## config.mk

```make
export PLATFORM = sky130hd
export DESIGN_NAME = cache_ctrl
export DESIGN_NICKNAME = d
export VERILOG_FILES = /design/src/rtl/cache_ctrl.sv
export SDC_FILE = /design/constraint.sdc
export NUM_CORES = 1
export LEC_CHECK = 0
export CAP_MARGIN = 15
export CELL_PAD_IN_SITES_DETAIL_PLACEMENT = 1
export CELL_PAD_IN_SITES_GLOBAL_PLACEMENT = 1
export CORE_ASPECT_RATIO = 0.75
export CORE_MARGIN = 3
export CORE_UTILIZATION = 40
export CTS_CLUSTER_SIZE = 8
export DETAILED_ROUTE_END_ITERATION = 10
export GPL_TIMING_DRIVEN = 0
export PLACE_DENSITY_LB_ADDON = 0.1
export REMOVE_ABC_BUFFERS = 1
export SETUP_SLACK_MARGIN = 0.2
export SLEW_MARGIN = 0
export SYNTH_ARGS = -nofsm -noshare
export SYNTH_HDL_FRONTEND = slang
export SYNTH_SLANG_ARGS = --single-unit
```

## constraint.sdc

```tcl
create_clock -name clk -period 5.5 [get_ports clk]
set_clock_uncertainty 0.2 [all_clocks]
set_input_delay 0.825 -clock clk [delete_from_list [all_inputs] [get_ports clk]]
set_output_delay 0.825 -clock clk [all_outputs]
set_load 0.01 [all_outputs]
```

## src/rtl/cache_ctrl.sv

```systemverilog
// cache_ctrl: sequencing controller for a direct-mapped, one-word-per-line,
// write-through / no-write-allocate data cache. Holds tag/valid state,
// stalls the CPU on misses and stores, runs the memory handshake and keeps
// saturating hit/miss counters.
module cache_ctrl #(
  parameter int INDEX_BITS = 3,
  parameter int ADDR_WIDTH = 32,
  parameter int DATA_WIDTH = 32,
  parameter int CNT_WIDTH  = 16
) (
  input  logic                  clk,
  input  logic                  rst_n,
  input  logic                  cpu_req,
  input  logic                  cpu_we,
  input  logic [ADDR_WIDTH-1:0] cpu_addr,
  input  logic [DATA_WIDTH-1:0] cpu_wdata,
  output logic [DATA_WIDTH-1:0] cpu_rdata,
  output logic                  cpu_stall,
  output logic [INDEX_BITS-1:0] arr_idx,
  output logic                  arr_we,
  output logic [DATA_WIDTH-1:0] arr_wdata,
  input  logic [DATA_WIDTH-1:0] arr_rdata,
  output logic                  mem_req,
  output logic                  mem_we,
  output logic [ADDR_WIDTH-1:0] mem_addr,
  output logic [DATA_WIDTH-1:0] mem_wdata,
  input  logic [DATA_WIDTH-1:0] mem_rdata,
  input  logic                  mem_ready,
  output logic [CNT_WIDTH-1:0]  hit_cnt,
  output logic [CNT_WIDTH-1:0]  miss_cnt
);

  localparam int TAG_W = ADDR_WIDTH - INDEX_BITS - 2;
  localparam int LINES = 2 ** INDEX_BITS;
  localparam logic [ADDR_WIDTH-1:0] ALIGN_MASK = ~(ADDR_WIDTH'(3));

  typedef enum logic [1:0] {
    IDLE    = 2'd0,
    RD_MISS = 2'd1,
    WR_THRU = 2'd2,
    RESP    = 2'd3
  } state_t;

  state_t                r_state;
  state_t                w_state_next;
  logic [TAG_W-1:0]      r_tag [LINES];
  logic [LINES-1:0]      r_valid;
  logic [DATA_WIDTH-1:0] r_resp;
  logic [CNT_WIDTH-1:0]  r_hit_cnt;
  logic [CNT_WIDTH-1:0]  r_miss_cnt;

  logic [INDEX_BITS-1:0] w_idx;
  logic [TAG_W-1:0]      w_tag;
  logic                  w_hit;
  logic                  w_hit_inc;
  logic                  w_miss_inc;
  logic                  w_fill;
  logic                  w_arr_we;

  assign w_idx = cpu_addr[INDEX_BITS+1:2];
  assign w_tag = cpu_addr[ADDR_WIDTH-1:INDEX_BITS+2];
  assign w_hit = r_valid[w_idx] && (r_tag[w_idx] == w_tag);

  assign arr_idx   = w_idx;
  assign mem_addr  = cpu_addr & ALIGN_MASK;
  assign mem_wdata = cpu_wdata;
  assign hit_cnt   = r_hit_cnt;
  assign miss_cnt  = r_miss_cnt;
  // An array write landing on a reset edge would corrupt a line whose valid
  // bit is being cleared, so the strobe is suppressed while reset is held.
  assign arr_we    = w_arr_we & rst_n;

  // Next-state, handshake outputs and counter/refill strobes.
  always_comb begin
    w_state_next = r_state;
    cpu_stall    = 1'b0;
    cpu_rdata    = arr_rdata;
    mem_req      = 1'b0;
    mem_we       = 1'b0;
    w_arr_we     = 1'b0;
    arr_wdata    = cpu_wdata;
    w_hit_inc    = 1'b0;
    w_miss_inc   = 1'b0;
    w_fill       = 1'b0;
    unique case (r_state)
      IDLE: begin
        if (cpu_req) begin
          if (cpu_we) begin
            cpu_stall    = 1'b1;
            w_hit_inc    = w_hit;
            w_miss_inc   = ~w_hit;
            w_state_next = WR_THRU;
          end else if (w_hit) begin
            w_hit_inc = 1'b1;
          end else begin
            cpu_stall    = 1'b1;
            w_miss_inc   = 1'b1;
            w_state_next = RD_MISS;
          end
        end
      end
      RD_MISS: begin
        mem_req   = 1'b1;
        cpu_stall = 1'b1;
        if (mem_ready) begin
          w_arr_we     = 1'b1;
          arr_wdata    = mem_rdata;
          w_fill       = 1'b1;
          w_state_next = RESP;
        end
      end
      WR_THRU: begin
        mem_req   = 1'b1;
        mem_we    = 1'b1;
        cpu_stall = 1'b1;
        if (mem_ready) begin
          w_arr_we     = w_hit;
          w_state_next = RESP;
        end
      end
      RESP: begin
        cpu_rdata    = r_resp;
        w_state_next = IDLE;
      end
      default: w_state_next = IDLE;
    endcase
  end

  // State register, valid bits, refill response latch and saturating counters.
  always_ff @(posedge clk) begin
    if (!rst_n) begin
      r_state    <= IDLE;
      r_valid    <= '0;
      r_resp     <= '0;
      r_hit_cnt  <= '0;
      r_miss_cnt <= '0;
    end else begin
      r_state <= w_state_next;
      if (w_fill) begin
        r_valid[w_idx] <= 1'b1;
        r_resp         <= mem_rdata;
      end
      if (w_hit_inc && !(&r_hit_cnt))
        r_hit_cnt <= r_hit_cnt + 1'b1;
      if (w_miss_inc && !(&r_miss_cnt))
        r_miss_cnt <= r_miss_cnt + 1'b1;
    end
  end

  // Tag store: contents are don't-care until the matching valid bit is set.
  always_ff @(posedge clk) begin
    if (rst_n && w_fill)
      r_tag[w_idx] <= w_tag;
  end

endmodule

```

# Word-level counts from Yosys, hierarchy flattened
# Memories as Yosys holds them, arrays and structs flattened.
# Index checks and enable logic that the tools add are counted.
dict set report word_totals {
  ff_bits 74
  wordCells 63
  input_bits 133
  mem_bits_rw 216
  rom_bits 0
  mem_count 1
  latch_bits 0
  output_inout_bits 167
}
dict set report classes {
  n_lt_le_gt_ge 2
  n_reduce_logical 12
  eq_ne 7
  mul 0
  n_div 0
  n_addsub 2
  bitwise 3
  mux 31
  shift 0
}
# memory depth width rd rd_clocked_by_memory_dff wr line_no
set mem_list {}
lappend mem_list {r_tag 8 27 1 0 1 46} ;# logic [TAG_W-1:0] r_tag [LINES];
# op n
set op_table {}
lappend op_table {{2-to-1 mux 32 bit} 3}
lappend op_table {{adder 16 x 1 -> 16 bit (second input constant)} 2}
lappend op_table {{AND reduction 16 bit} 2}
lappend op_table {{== test 27 bit} 1}
lappend op_table {{2-to-1 mux 1 bit} 19}
lappend op_table {{2-to-1 mux 2 bit} 4}
lappend op_table {{OR 8 bit} 1}
lappend op_table {{case mux 2 bit (3 select lines)} 1}
lappend op_table {{logical AND 1 bit} 5}
lappend op_table {{== test 2 bit (second input constant)} 2}
lappend op_table {{less-than comparator 3 x 4 -> 1 bit (second input constant)} 1}
lappend op_table {{case mux 1 bit (2 select lines)} 2}
lappend op_table {{binary-select mux 1 bit (select 3 bit)} 1}
lappend op_table {{demux 1 bit (select 3 bit)} 1}
lappend op_table {{>= comparator 3 x 1 -> 1 bit (second input constant)} 1}
lappend op_table {{!= test 3 bit (second input constant)} 1}
lappend op_table {{AND reduction 3 bit} 1}
lappend op_table {{== test 2 x 1 -> 1 bit (second input constant)} 1}
lappend op_table {{logical NOT 1 bit} 2}
lappend op_table {{logical NOT 2 bit} 1}
lappend op_table {{!= test 2 x 1 -> 1 bit (second input constant)} 1}
lappend op_table {{!= test 2 bit (second input constant)} 1}
lappend op_table {{OR reduction 2 bit} 1}
lappend op_table {{bitwise AND 1 bit} 1}
lappend op_table {{inverter 1 bit} 1}

# Longest topological paths before layout
dict set report depth {
  ltp_word 8
  mapped_depth 15
  depth_no_buf 8
}

# Worst setup path before layout
# OpenSTA, ideal clock, no wires.
dict set report synth_timing {
  path_kind {input to output}
  from {input port cpu_addr[4]}
  to {output port arr_we}
  arrival_ps 3590
  n_path_buf 4
  cell_stages 12
  path_slack_ps 885
  t_required_ps 4475
  cell_sequence {buf_6 buf_6 buf_2 mux4_2 mux2i_1 xor2_1 or3b_2 or4_1 nor4_4 buf_2 a21oi_1 nor2_1}
}
dict set report synth_between {
  elab_chain_cells 6
  elab_cells_between_ends 8
  cone_classes {eq/ne (1); mux (4); bitwise (1); reduce/logical (1); memory (1)}
}
# element line_no
set synth_lines {}
lappend synth_lines {{start, declared} 15} ;# input logic [ADDR_WIDTH-1:0] cpu_addr,
lappend synth_lines {{memory read (8 x 27 bit) or binary-select mux 1 bit (select 3 bit) (tied branches)} --}
lappend synth_lines {{== test 27 bit or 2-to-1 mux 1 bit (tied branches)} 62} ;# assign w_hit = r_valid[w_idx] && (r_tag[w_idx] == w_tag);
lappend synth_lines {{logical AND 1 bit (*)} 62}
lappend synth_lines {{2-to-1 mux 1 bit (*)} 116} ;# if (mem_ready) begin
lappend synth_lines {{case mux 1 bit (2 select lines) (*)} 85} ;# unique case (r_state)
lappend synth_lines {{bitwise AND 1 bit (*)} 71} ;# assign arr_we = w_arr_we & rst_n;
lappend synth_lines {{end, declared} 20} ;# output logic arr_we,
# Every way passes the cells marked *; elsewhere a longest branch is shown, timed or not. The select of a mux whose other input is x is not followed.

# Final worst setup path
dict set report layout_timing {
  from {input port cpu_addr[4]}
  to {output port cpu_stall}
}
dict set report layout_between {
  elab_chain_cells 7
  elab_cells_between_ends 9
  cone_classes {eq/ne (1); mux (6); reduce/logical (1); memory (1)}
}
# element line_no
set layout_lines {}
lappend layout_lines {{memory read (8 x 27 bit) or binary-select mux 1 bit (select 3 bit) (tied branches)} --}
lappend layout_lines {{== test 27 bit or 2-to-1 mux 1 bit (tied branches)} 62}
lappend layout_lines {{logical AND 1 bit (*)} 62}
lappend layout_lines {{2-to-1 mux 1 bit (*)} 93} ;# end else if (w_hit) begin
lappend layout_lines {{2-to-1 mux 1 bit (*)} 88} ;# if (cpu_we) begin
lappend layout_lines {{2-to-1 mux 1 bit (*)} 87} ;# if (cpu_req) begin
lappend layout_lines {{case mux 1 bit (2 select lines) (*)} 85}
lappend layout_lines {{end, declared} 18} ;# output logic cpu_stall,
# Marks and branches as above.

==> out/metrics.csv <==
stage,metric,value,unit
floorplan,die_height,164,um
global_route,antenna_found_initial,0,
route,wl_met2,20100,um
clock_network,clk_latency,540,ps
route,met1Wirelength,17500,um
global_route,grt_pass1_vias,10200,
global_route,grt_pass1_wl,61200,um
place,place_congestion,0.765,
clock_network,cts_tree,built,
yosys,yosysMostFrequentCell,edfxtp_1,
clock_network,clock-sinks,290,
power,internal-power,4340,uW
yosys,ys_seq_elements,290,
route,dr.pass1.iters,5,
route,topRoutingLayerUsed,met4,
clock_network,clockBufferDepth,3,
job,drv_cap,0,
yosys,synth-warning-count,0,
clock_network,cts_made_buffers,42,
worst_setup_path,cp_common_cell,or4_4,
run_status,status,finished clean,
place,port_buffers,295,
power,power_density,331,mW/mm2
worst_setup_path,worst-setup-path-type,in -> out,
route,route.met3.wl,2660,um
yosys,synth_top_family_by_area,multiplexers,
timing,relSlewSlack,35.0,%
worst_setup_path,max_stage_delay,630,ps
yosys,yosysUniqueCellTypes,60,
yosys,synth.area.mux_share,12.2,%
yosys,synthArstFlopShare,0,%
floorplan,num_rows,57,
route,dr.first_iter.drc_count,599,
worst_setup_path,crit_required,4470,ps
timing,period_minus_slack,5180,ps
timing,finalCritPeriodShare,94.1,%
yosys,seq_area_frac_synth,59.9,%
layout,drive_above_1_share,14.6,%
worst_setup_path,r2r_slack,1750,ps
timing,worst_pin_slew,966,ps
timing,fmax,193,MHz
clock_network,cts_hold_buf,0,
layout,diodes,0,
floorplan,die-area,0.0355,mm2
route,drt-total-wl,41000,um
floorplan,fp.dieW,217,um
power,p_comb_share,19.0,%
global_route,track_usage,22.5,%
route,drc,0,
hold_path,worstHoldPathType,reg -> reg,
power,p_sw_share,26.1,%
floorplan,ios,300,
timing,rsz0062_at_grt,false,
power,vdd_drop_max,194,uV
layout,fillers,3332,
place,dp_cells,1705,
yosys,avgSynthCellArea,12.3,um2
global_route,gr-total-overflow,0,
yosys,synth_top_area_share,48.7,%
route,wl_per_cell,23.0,um
route,drt-vias-per-instance,5.47,
timing,hold_violations,0,
clock_network,path_clk_slew,50,ps
floorplan,initial_core_util,40.8,%
yosys,yosys.area_share.simple,11.5,%
worst_setup_path,crit_fanout,51,
yosys,synth_edf_count,216,
timing,slew_violations,0,
worst_setup_path,path_cells,buf_16 > mux2_1 > a221oi_2 > o22ai_1 > xor2_1 > or4_4 > or4_4 > o21ai_0 > a21oi_1 > clkdlybuf4s50_1,
yosys,yosys.area_share.xor_xnor,0.395,%
yosys,synthAdderAreaFrac,0.658,%
power,leakage,0.00622,uW
yosys,syn_inst,1080,
power,power_frac_clock,39.6,%
worst_setup_path,start_kind,primary input,
yosys,syn_area,0.0133,mm2
floorplan,core-area,0.0326,mm2
power,seqPwrFrac,41.4,%
timing,setup_violations,0,
yosys,synth_compound_area_share,9.04,%
layout,area_growth,33.6,%
worst_setup_path,cp.arrival,4150,ps
timing,setup_tns,0,ps
clock_network,ctsHtreeMaxLevel,2,
place,post-dp-hpwl,27800,um
yosys,synthTopCellsByArea,"edfxtp_1, dfxtp_1, mux2_2, nand2_1, buf_4",
layout,fin_cells,1780,
worst_setup_path,critPathSlowestCell,or4_4,
power,power.switching,1540,uW
route,vias,9728,
yosys,synthFlopType,edfxtp_1,
global_route,grt_max_degree,51,
layout,nets,1455,
clock_network,cts.root.buffer_cell,clkbuf_16,
worst_setup_path,worstPathBufferInverterCount,2,
worst_setup_path,endpoint_kind,primary output,
worst_setup_path,crit_family,simple AND/OR/NAND/NOR gates,
yosys,synth_top_area_cell,edfxtp_1,
yosys,synth.top_cells.by_count,"edfxtp_1, nand2_1, mux2_2",
route,ant_nets,0,
[worst reg2reg max path, stage by stage (launching register included)]
cell      delay (ps)
edfxtp_1         360
mux2_1           320
a221oi_2         340
o22ai_1          150
xor2_1           210
or4_4            630
or4_4            540
buf_4            230
or4_1            550
a21oi_1          150
[stage by stage]
stage                     total power, uW  util [%]  area [um2]  hold WS [ps]  worst slack (ps)
final                                5880      54.6       17800           249               323
after floorplan                      2940         -       12500           221               954
after CTS                            5930      54.4       17700           252               198
after global placement               3550      49.1       16000           228             -4710
after detailed placement             3590      50.4       16400           240             -1700
after global routing                 6130      54.6       17800           271               190
[final timing paths]
kind | startpoint | end | cells after the start
max | cpu_addr[4] | cpu_stall | 10
min | r_valid[1] | r_valid[1] | 1
max reg2reg | r_tag[6][25] | hit_cnt[3] | 9
min reg2reg | r_valid[1] | r_valid[1] | 1
[timing repair]
item / CTS / global route
resized for setup: 26 / 6
pin swaps: 3 / 1
setup endpoints to repair: 26 / 2
gates cloned: 2 / 1
buffers inserted: 4 / 0
[power by group through the flow]
| stage | clock, uW | sequential (uW) | combinational (uW) |
|---|---|---|---|
| after floorplan | 0 | 2470 | 463 |
| after global placement | 0 | 2480 | 1070 |
| after detailed placement | 0 | 2480 | 1110 |
| after CTS | 2370 | 2430 | 1130 |
| after global routing | 2480 | 2440 | 1210 |
| final | 2330 | 2430 | 1120 |
[per-layer routing]
layer | vias up | global-route usage [%]
li1 | 4483 | -
met1 | 4890 | 29.5
met4 | 0 | 5.49
met5 | - | 0
met2 | 307 | 38.0
met3 | 48 | 5.14
[layout by cell type (no fill, tap or decap), types with 6 or more instances in the layout]
cell               n
or3_1             10
dfxtp_1           74
nand2b_1          12
a21o_1             8
o21ai_0           17
clkbuf_1          21
and3_1            14
clkdlybuf4s50_1  291
inv_1             10
nand3_1           19
nor2_4             8
or4_1             15
o21a_1            10
ha_1               6
a22oi_1           17
edfxtp_1         216
buf_16            10
mux2i_1           50
mux2_2            79
nor3_1            13
nor4_1             8
clkbuf_16         43
o22ai_1           25
o31ai_1           13
buf_12             6
nand2_1          163
a21oi_1           59
mux4_2             8
nand4_1           17
[layout make-up]
| class | count | area, um2 | area share [%] |
|---|---|---|---|
| flip-flops and latches | 290 | 7970 | 44.8 |
| multi-input cells | 654 | 4640 | 26.1 |
| clock inverters | 4 | 42.5 | 0.239 |
| inverters | 11 | 41.3 | 0.232 |
| well taps | 442 | 553 | 3.11 |
| clock buffers | 63 | 1130 | 6.35 |
| repair buffers | 316 | 3400 | 19.1 |
[state kept, by name, indices dropped and copies added (netlist names)]
name	cells
hit_cnt	16
r_resp	32
miss_cnt	16
r_valid	8
r_tag	216
r_state	2
[cell families after synthesis]
group           Yosys count
compound gates          184
xor+xnor                  6
fa+ha+maj                 7
buf+inv                 139
flops                   290
mux                     141
other cells               1
simple gates            312
(Power assumes the default switching activity.)
